==> src/rtl/rev_pe_pkg.sv <==
// Shared types and constants for the reversible-PE batch sequencer.
package rev_pe_pkg;

    // Sequencer control states
    typedef enum logic [1:0] {
        ST_IDLE  = 2'd0,
        ST_ISSUE = 2'd1,
        ST_DRAIN = 2'd2,
        ST_DONE  = 2'd3
    } state_e;

    // Result handling modes selected by cfg_mode
    localparam logic MODE_MUL = 1'b0;
    localparam logic MODE_MAC = 1'b1;

    // Default geometry for top-level reuse
    localparam int DEF_DATA_W = 8;
    localparam int DEF_ADDR_W = 4;

endpackage

==> src/rtl/rev_pe_sat_cnt.sv <==
// Saturating up-counter with synchronous clear; holds at all-ones.
module rev_pe_sat_cnt #(
    parameter int W = 8
) (
    input  logic         clk,
    input  logic         rst,
    input  logic         clr,
    input  logic         inc,
    output logic [W-1:0] cnt
);

    logic [W-1:0] cnt_q, cnt_d;

    // Next count: clear wins, otherwise increment until all-ones
    always_comb begin
        cnt_d = cnt_q;
        if (clr) begin
            cnt_d = '0;
        end else if (inc && (cnt_q != {W{1'b1}})) begin
            cnt_d = cnt_q + 1'b1;
        end
    end

    // Count register
    always_ff @(posedge clk) begin
        if (rst) begin
            cnt_q <= '0;
        end else begin
            cnt_q <= cnt_d;
        end
    end

    assign cnt = cnt_q;

endmodule

==> src/rtl/rev_pe_seq.sv <==
// Batch sequencer: streams operand pairs from the input buffer into the
// reversible datapath, writes results (MUL or MAC prefix sums) into the
// output buffer, counts reverse-check errors and guards the drain phase
// with an idle timeout.
module rev_pe_seq
    import rev_pe_pkg::*;
#(
    parameter int DATA_W = DEF_DATA_W,
    parameter int ADDR_W = DEF_ADDR_W,
    parameter int ERR_W  = 8,
    parameter int TMO_W  = 4,
    localparam int ACC_W = 2*DATA_W + ADDR_W
) (
    input  logic                clk,
    input  logic                rst,
    input  logic                start,
    input  logic                abort,
    input  logic [ADDR_W-1:0]   cfg_len,
    input  logic                cfg_mode,
    output logic                in_ren,
    output logic [ADDR_W-1:0]   in_raddr,
    input  logic [2*DATA_W-1:0] in_rdata,
    output logic                dp_valid,
    output logic [DATA_W-1:0]   dp_a,
    output logic [DATA_W-1:0]   dp_b,
    input  logic                dp_res_valid,
    input  logic [2*DATA_W-1:0] dp_res,
    input  logic                dp_err1,
    input  logic                dp_err2,
    output logic                out_wen,
    output logic [ADDR_W-1:0]   out_waddr,
    output logic [ACC_W-1:0]    out_wdata,
    output logic                busy,
    output logic                done,
    output logic                timeout,
    output logic [ERR_W-1:0]    err1_cnt,
    output logic [ERR_W-1:0]    err2_cnt
);

    localparam logic [TMO_W-1:0] TMO_MAX = {TMO_W{1'b1}};

    state_e              state_q, state_d;
    logic [ADDR_W-1:0]   len_q, len_d;
    logic                mode_q, mode_d;
    logic [ADDR_W-1:0]   rd_cnt_q, rd_cnt_d;
    logic [ADDR_W-1:0]   wr_cnt_q, wr_cnt_d;
    logic [ACC_W-1:0]    acc_q, acc_d;
    logic [TMO_W-1:0]    tmo_cnt_q, tmo_cnt_d;
    logic                timeout_q, timeout_d;
    logic                dp_valid_q, dp_valid_d;

    logic                start_ok;
    logic                res_take;
    logic [ACC_W-1:0]    res_ext;
    logic [ACC_W-1:0]    acc_sum;
    logic [TMO_W-1:0]    tmo_inc;

    // Results are only accepted while a batch is actively issuing or draining
    assign start_ok = (state_q == ST_IDLE) && start;
    assign res_take = dp_res_valid && ((state_q == ST_ISSUE) || (state_q == ST_DRAIN));
    assign res_ext  = {{ADDR_W{1'b0}}, dp_res};
    assign acc_sum  = acc_q + res_ext;
    assign tmo_inc  = tmo_cnt_q + 1'b1;

    // Next-state and counter update; abort overrides every transition
    always_comb begin
        state_d    = state_q;
        len_d      = len_q;
        mode_d     = mode_q;
        rd_cnt_d   = rd_cnt_q;
        wr_cnt_d   = wr_cnt_q;
        acc_d      = acc_q;
        tmo_cnt_d  = tmo_cnt_q;
        timeout_d  = timeout_q;
        dp_valid_d = (state_q == ST_ISSUE) && !abort;

        if (res_take) begin
            wr_cnt_d  = wr_cnt_q + 1'b1;
            tmo_cnt_d = '0;
            if (mode_q == MODE_MAC) begin
                acc_d = acc_sum;
            end
        end

        case (state_q)
            ST_IDLE: begin
                if (start) begin
                    len_d     = cfg_len;
                    mode_d    = cfg_mode;
                    rd_cnt_d  = '0;
                    wr_cnt_d  = '0;
                    acc_d     = '0;
                    tmo_cnt_d = '0;
                    timeout_d = 1'b0;
                    state_d   = ST_ISSUE;
                end
            end
            ST_ISSUE: begin
                if (rd_cnt_q == len_q) begin
                    state_d = ST_DRAIN;
                end else begin
                    rd_cnt_d = rd_cnt_q + 1'b1;
                end
            end
            ST_DRAIN: begin
                if (res_take) begin
                    if (wr_cnt_q == len_q) begin
                        state_d = ST_DONE;
                    end
                end else if (tmo_inc == TMO_MAX) begin
                    timeout_d = 1'b1;
                    state_d   = ST_DONE;
                end else begin
                    tmo_cnt_d = tmo_inc;
                end
            end
            ST_DONE: begin
                state_d = ST_IDLE;
            end
            default: begin
                state_d = ST_IDLE;
            end
        endcase

        if (abort && (state_q != ST_IDLE)) begin
            state_d   = ST_IDLE;
            timeout_d = timeout_q;
        end
    end

    // State and datapath-control registers
    always_ff @(posedge clk) begin
        if (rst) begin
            state_q    <= ST_IDLE;
            len_q      <= '0;
            mode_q     <= MODE_MUL;
            rd_cnt_q   <= '0;
            wr_cnt_q   <= '0;
            acc_q      <= '0;
            tmo_cnt_q  <= '0;
            timeout_q  <= 1'b0;
            dp_valid_q <= 1'b0;
        end else begin
            state_q    <= state_d;
            len_q      <= len_d;
            mode_q     <= mode_d;
            rd_cnt_q   <= rd_cnt_d;
            wr_cnt_q   <= wr_cnt_d;
            acc_q      <= acc_d;
            tmo_cnt_q  <= tmo_cnt_d;
            timeout_q  <= timeout_d;
            dp_valid_q <= dp_valid_d;
        end
    end

    // Outputs are gated by their strobes so idle buses stay at zero
    assign in_ren    = (state_q == ST_ISSUE);
    assign in_raddr  = in_ren ? rd_cnt_q : '0;
    assign dp_valid  = dp_valid_q;
    assign dp_a      = dp_valid_q ? in_rdata[DATA_W-1:0] : '0;
    assign dp_b      = dp_valid_q ? in_rdata[2*DATA_W-1:DATA_W] : '0;
    assign out_wen   = res_take;
    assign out_waddr = res_take ? wr_cnt_q : '0;
    assign out_wdata = !res_take ? '0 : ((mode_q == MODE_MAC) ? acc_sum : res_ext);
    assign busy      = (state_q != ST_IDLE);
    assign done      = (state_q == ST_DONE) && !abort;
    assign timeout   = timeout_q;

    rev_pe_sat_cnt #(.W(ERR_W)) u_err1_cnt (
        .clk (clk),
        .rst (rst),
        .clr (start_ok),
        .inc (res_take && dp_err1),
        .cnt (err1_cnt)
    );

    rev_pe_sat_cnt #(.W(ERR_W)) u_err2_cnt (
        .clk (clk),
        .rst (rst),
        .clr (start_ok),
        .inc (res_take && dp_err2),
        .cnt (err2_cnt)
    );

endmodule
==> config.mk <==
export PLATFORM = sky130hd
export DESIGN_NAME = rev_pe_seq
export DESIGN_NICKNAME = d
export VERILOG_FILES = /design/src/rtl/rev_pe_pkg.sv /design/src/rtl/rev_pe_sat_cnt.sv /design/src/rtl/rev_pe_seq.sv
export SDC_FILE = /design/constraint.sdc
export NUM_CORES = 1
export LEC_CHECK = 0
export CAP_MARGIN = 20
export CORE_MARGIN = 3
export CORE_UTILIZATION = 35
export CTS_CLUSTER_SIZE = 10
export DETAILED_ROUTE_END_ITERATION = 8
export GPL_ROUTABILITY_DRIVEN = 0
export HOLD_SLACK_MARGIN = 0.03
export MAX_ROUTING_LAYER = met4
export SYNTH_ARGS = -nofsm -noshare
export SYNTH_HDL_FRONTEND = slang
export SYNTH_SLANG_ARGS = --single-unit
==> constraint.sdc <==
create_clock -name clk -period 7.7 [get_ports clk]
set_input_delay 1.54 -clock clk [delete_from_list [all_inputs] [get_ports clk]]
set_output_delay 1.54 -clock clk [all_outputs]
set_load 0.01 [all_outputs]
# --- Word level (Yosys, flattened, before mapping) ---
# Cells that the tools add are included.
classes:
  n_reduce_logical: 21
  add_sub_neg: 6
  n_eq_ne: 15
  n_mux: 31
  bitwise_logic: 1
op_table:
  columns: ["cell", "n"]
  rows:
  - ["20-bit two-way mux", 6]
  - ["4-bit two-way mux", 11]
  - ["20-bit by 16-bit adder with 20-bit output", 1]
  - ["8-bit by 1-bit adder with 8-bit output, second input constant", 2]
  - ["8-bit two-way mux", 2]
  - ["8-bit != test, second input constant", 2]
  - ["4-bit one-hot mux with 2 select lines", 2]
  - ["4-bit by 1-bit adder with 4-bit output, second input constant", 3]
  - ["2-bit two-way mux", 5]
  - ["1-bit logical AND", 9]
  - ["4-bit equality test", 2]
  - ["2-bit one-hot mux with 4 select lines", 1]
  - ["2-bit != test, second input constant", 3]
  - ["3-bit by 2-bit != test with 1-bit output, second input constant", 2]
  - ["2-bit nonzero test", 3]
  - ["5-bit AND reduction", 1]
  - ["2-bit equality test, second input constant", 2]
  - ["4-bit equality test, second input constant", 1]
  - ["2-bit by 1-bit != test with 1-bit output, second input constant", 2]
  - ["4-bit AND reduction", 1]
  - ["2-bit OR reduction", 2]
  - ["1-bit two-way mux", 3]
  - ["3-bit AND reduction", 1]
  - ["2-bit by 1-bit equality test with 1-bit output, second input constant", 1]
  - ["other kinds (6)", 6]
word_totals:
  out_inout_bits: 66
  inputBits: 44
  reg_bits: 57
  wordCells: 85

# --- Depth between registers and ports, before layout ---
logic_depth:
  depth_word: 7
  ltp_mapped: 10
  ltp_nobuf: 10

# --- Hierarchy ---
# Synthesis repeated with hierarchy kept, for this count alone.
unflattened:
  hier_cells: 507
  hier_area_um2: 4017.6
by_module_without_submodules:
  columns: ["mod", "area_per_inst_um2", "instances", "seq_area_each_um2", "cells_each"]
  rows:
  - ["rev_pe_seq", 3146.8, 1, 820.8, 413]
  - ["rev_pe_sat_cnt", 435.4, 2, 160.2, 47]

# --- Worst setup path before layout ---
# Ideal clock, no wire load.
synth_timing:
  path_type: "input port to output port"
  startpoint: "in dp_res[0]"
  endpoint: "out out_wdata[18]"
  required_ns: 6.160
  path_stages: 9
  slack_ns: 2.841
  arrival_time_ns: 3.319
  path_buffers: 0
  cell_sequence: "ha_1 > fa_1 > a211oi_1 > nor3_2 > a32oi_1 > a31oi_1 > nor2_2 > nor2_1 > o22ai_1"
synth_between:
  elab_chain_cells: 3
synth_rtl:
  columns: ["element", "line", "text"]
  rows:
  - ["from (decl)", "rev_pe_seq.sv:27", "input logic [2*DATA_W-1:0] dp_res,"]
  - ["20-bit by 16-bit adder with 20-bit output", "rev_pe_seq.sv:62", "assign acc_sum = acc_q + res_ext;"]
  - ["20-bit two-way mux (2 in a row)", "rev_pe_seq.sv:164", "assign out_wdata = !res_take ? '0 : ((mode_q == MODE_MAC) ? acc_sum : res_ext);"]
  - ["to (decl)", "rev_pe_seq.sv:32", "output logic [ACC_W-1:0] out_wdata,"]
# No other way between the ends.

# --- Worst setup path after layout ---
# Same ends and word-level chain as after synthesis.

==> impl_results.md <==
- Cts repair resizes: 0
- Max-slew headroom: 0.427
- R2r worst-path depth: 9
- FFs w/ async S/R, synth: 0
- Setup crit start: dp_res[0]
- Clk_skew: 0.0129 ns
- Reg2Reg Launch Point: state_q[0]
- Post-route antenna net violation count: 0
- Max Cap Viol: 0
- Die Height: 111 um
- Commonest cells after routing, fill and taps aside: clkdlybuf4s50_1 (109), nand2_1 (75), dfxtp_1 (57)
- Pre-CTS setup slack: 1.67 ns
- Post-synth EDFFs: 0
- I/O pins: 110
- LEAKAGE: 1.98 nW
- CP Max Fanout: 4
- Critical Path Sink Type: output pin
- Flop2flop setup slack: 4.98 ns
- IO buf count: 109
- Pwr/cell area: 192 nW/um^2
- Seq cells post-synth: 57
- Vias in the first global route: 3,696
- CORE AREA: 10,600 sq um
- Flop pwr share: 0.335
- Hold Path Origin: acc_q[9]
- H-Tree Depth: 3
- Slew Limit Fails: 0
- Cts hold-fix bufs: 0
- Area growth syn-to-layout: 34.6%
- Pint: 0.000609 W
- Post-synthesis sequential area ratio: 0.295
- Min Tclk post-route: 6.12 ns
- Max VDD drop: 0.0000734 V
- Initial antenna violation count: 0
- Measured slew at the worst slew-check pin: 0.857 ns
- Setup tns final: 0 ns
- Clock transition at path regs: 0.08 ns
- Top_reg_cell synth: dfxtp_1
- Vias/cell: 5.15
- CTS root buf: clkbuf_8
- Setup ws final: 1.58 ns
- Post-Synthesis Cell Area: 3870 sq um
- Hold Fails Final Rpt: 0
- DRT Pass-1 Iters: 4
- Synth Instances: 491
- Initial DRC count: 151
- Share of layout cells above drive strength 1: 0.0535
- Nets: 665
- Max clock buf depth: 2
- P_sw: 0.000392 W
- Yosys cell types: 58
- DP Wirelength: 7.67 mm
- Yosys warns: 0
- Diodes inserted: 0
- Total CTS buffers: 9
- Total die area: 12,300 sq um
- Crit Path Class: input pin to output pin
- First-pass GRT wire length: 17.9 mm
- CTS tree: built
- Switching Fraction: 0.392
- Logic pwr share: 0.413
- Grt total ovfl: 0
- RSZ-0062 raised after global routing: false
- Gr usage total: 0.178
- Fmax: 163 MHz
- Final setup vio count: 0
- Setup bufs post-CTS: 0
- Die width: 111 um
- Worst flop-to-flop path endpoint: acc_q[18]
- Largest net degree at the start of global routing: 39
- Clk sinks: 57
- Initial Utilization: 0.366
- Worst EP required: 6.16 ns
- Outcome: finished clean
- Type of origin of the critical path: input pin
- WL per Instance: 14.4 um
- Period Utilization, post-route: 0.795
- Routed vias: 3,781
- Syn Nets: 563
- Final instance area: 5200 sq um
- # rows: 37
- Most common cell after layout, fill and taps aside: clkdlybuf4s50_1
- Data arrival, critical path: 4.58 ns
- Cell Area, Placed: 5030 sq um
- Hold Path Sink: acc_q[9]
- Routed WL: 10.5 mm
- Synth Area per Inst: 7.87 sq um
- Part of the power in the clock network: 0.252
- Clock latency on the worst-skew pair: 0.34 ns
- Worst hold slack: 0.463 ns
- Hold depth: 2
- # DRC: 0
- Worst min-delay path class: register to register
-- registers in the layout (all words and copies together), names as in the netlist --
register and flops:
mode_q 1, u_err2_cnt.cnt 8, len_q 4, tmo_cnt_q 4, wr_cnt_q 4, state_q 2
u_err1_cnt.cnt 8, dp_valid 1, acc_q 20, timeout 1, rd_cnt_q 4
-- stage by stage --
| stage | total power, W | utilization | cells |
|---|---|---|---|
| 4_1_cts | 0.00101 | 0.493 | 734 |
| 3_5_place_dp | 0.000758 | 0.477 | 718 |
| 2_1_floorplan | 0.000592 | - | 491 |
| 5_1_grt | 0.00107 | 0.493 | 734 |
| 6_report | 0.00100 | 0.493 | 734 |
| 3_3_place_gp | 0.000749 | 0.477 | 718 |
-- worst max-delay path by stage --
stage | end | slack, ns | cells after the start
after global routing | out_wdata[18] | 1.40 | 11
after detailed placement | out_wdata[18] | 1.67 | 11
after CTS | out_wdata[18] | 1.60 | 11
final | out_wdata[18] | 1.58 | 11
after floorplan | out_wdata[18] | 2.84 | 9
after global placement | out_wdata[18] | 1.66 | 11
-- power by group through the flow --
stage | clock network [W] | registers, W | logic, W
finish | 0.000253 | 0.000335 | 0.000414
global route | 0.000274 | 0.000339 | 0.000458
CTS | 0.000260 | 0.000335 | 0.000418
detailed placement | 0 | 0.000342 | 0.000416
global placement | 0 | 0.000340 | 0.000409
floorplan | 0 | 0.000337 | 0.000256
-- worst max-delay path: stages --
cell	delay, ns
clkdlybuf4s50_1	0.42
ha_1	0.25
fa_1	0.44
a211oi_1	0.41
nor3_2	0.14
a32oi_1	0.19
a31oi_1	0.15
nor2_2	0.19
nor2_1	0.06
o22ai_1	0.21
clkdlybuf4s50_1	0.58
-- cell families (layout without fill, tap and decap cells) --
| logic type | after synthesis | in the layout | synth area share |
|---|---|---|---|
| XOR/XNOR | 42 | 42 | 0.0951 |
| flip-flops | 57 | 57 | 0.295 |
| adder cells (fa/ha/maj) | 28 | 28 | 0.0926 |
| AND/OR/NAND/NOR | 208 | 208 | 0.259 |
| multiplexers | 13 | 13 | 0.0337 |
| buffers and inverters | 35 | 142 | 0.0437 |
| AO/OA/AOI/OAI | 108 | 108 | 0.181 |
-- layer usage --
layer / vias to the layer above / wire [um] / global-route usage / part of all wire
met3: 12 / 613 / 0.0464 / 0.058
met1: 1734 / 4870 / 0.214 / 0.46
met2: 117 / 4950 / 0.300 / 0.47
met5: - / 0 / - / 0
met4: 0 / 116 / 0.0406 / 0.011
li1: 1918 / - / - / -
-- area by class of cell --
cell class / count / area (sq um)
fill: 1059 / 5350
clock inverter: 7 / 46.3
multi-input combinational: 399 / 2560
tap: 136 / 170
timing repair buffer: 111 / 1110
clock buffer: 9 / 124
sequential: 57 / 1140
inverter: 15 / 61.3
-- cells in the mapped netlist, types with 2 or more instances --
master	number	share of area
nand2_1	75	0.073
dfxtp_1	57	0.30
nor2_1	49	0.048
a21oi_1	42	0.054
ha_1	27	0.087
xor2_1	24	0.054
and2_1	22	0.036
xnor2_1	18	0.041
o21ai_0	17	0.022
clkbuf_1	15	0.015
inv_1	14	0.014
mux2i_1	13	0.034
nand4_1	11	0.018
nand3_1	9	0.012
and3_1	7	0.011
nor3_1	7	0.0091
a211oi_1	6	0.012
a21o_1	6	0.012
nand3b_1	6	0.012
or3_1	6	0.0097
a31oi_1	5	0.0081
o21bai_1	4	0.0078
a32oi_1	3	0.0068
nor3b_1	3	0.0058
o21a_1	3	0.0058
o21ai_1	3	0.0039
a211o_1	2	0.0045
a22oi_1	2	0.0039
clkbuf_8	2	0.0071
nand2b_1	2	0.0032
nor2b_1	2	0.0032
nor4_1	2	0.0032
o22ai_1	2	0.0032
Power figures use the tool's default switching activity.
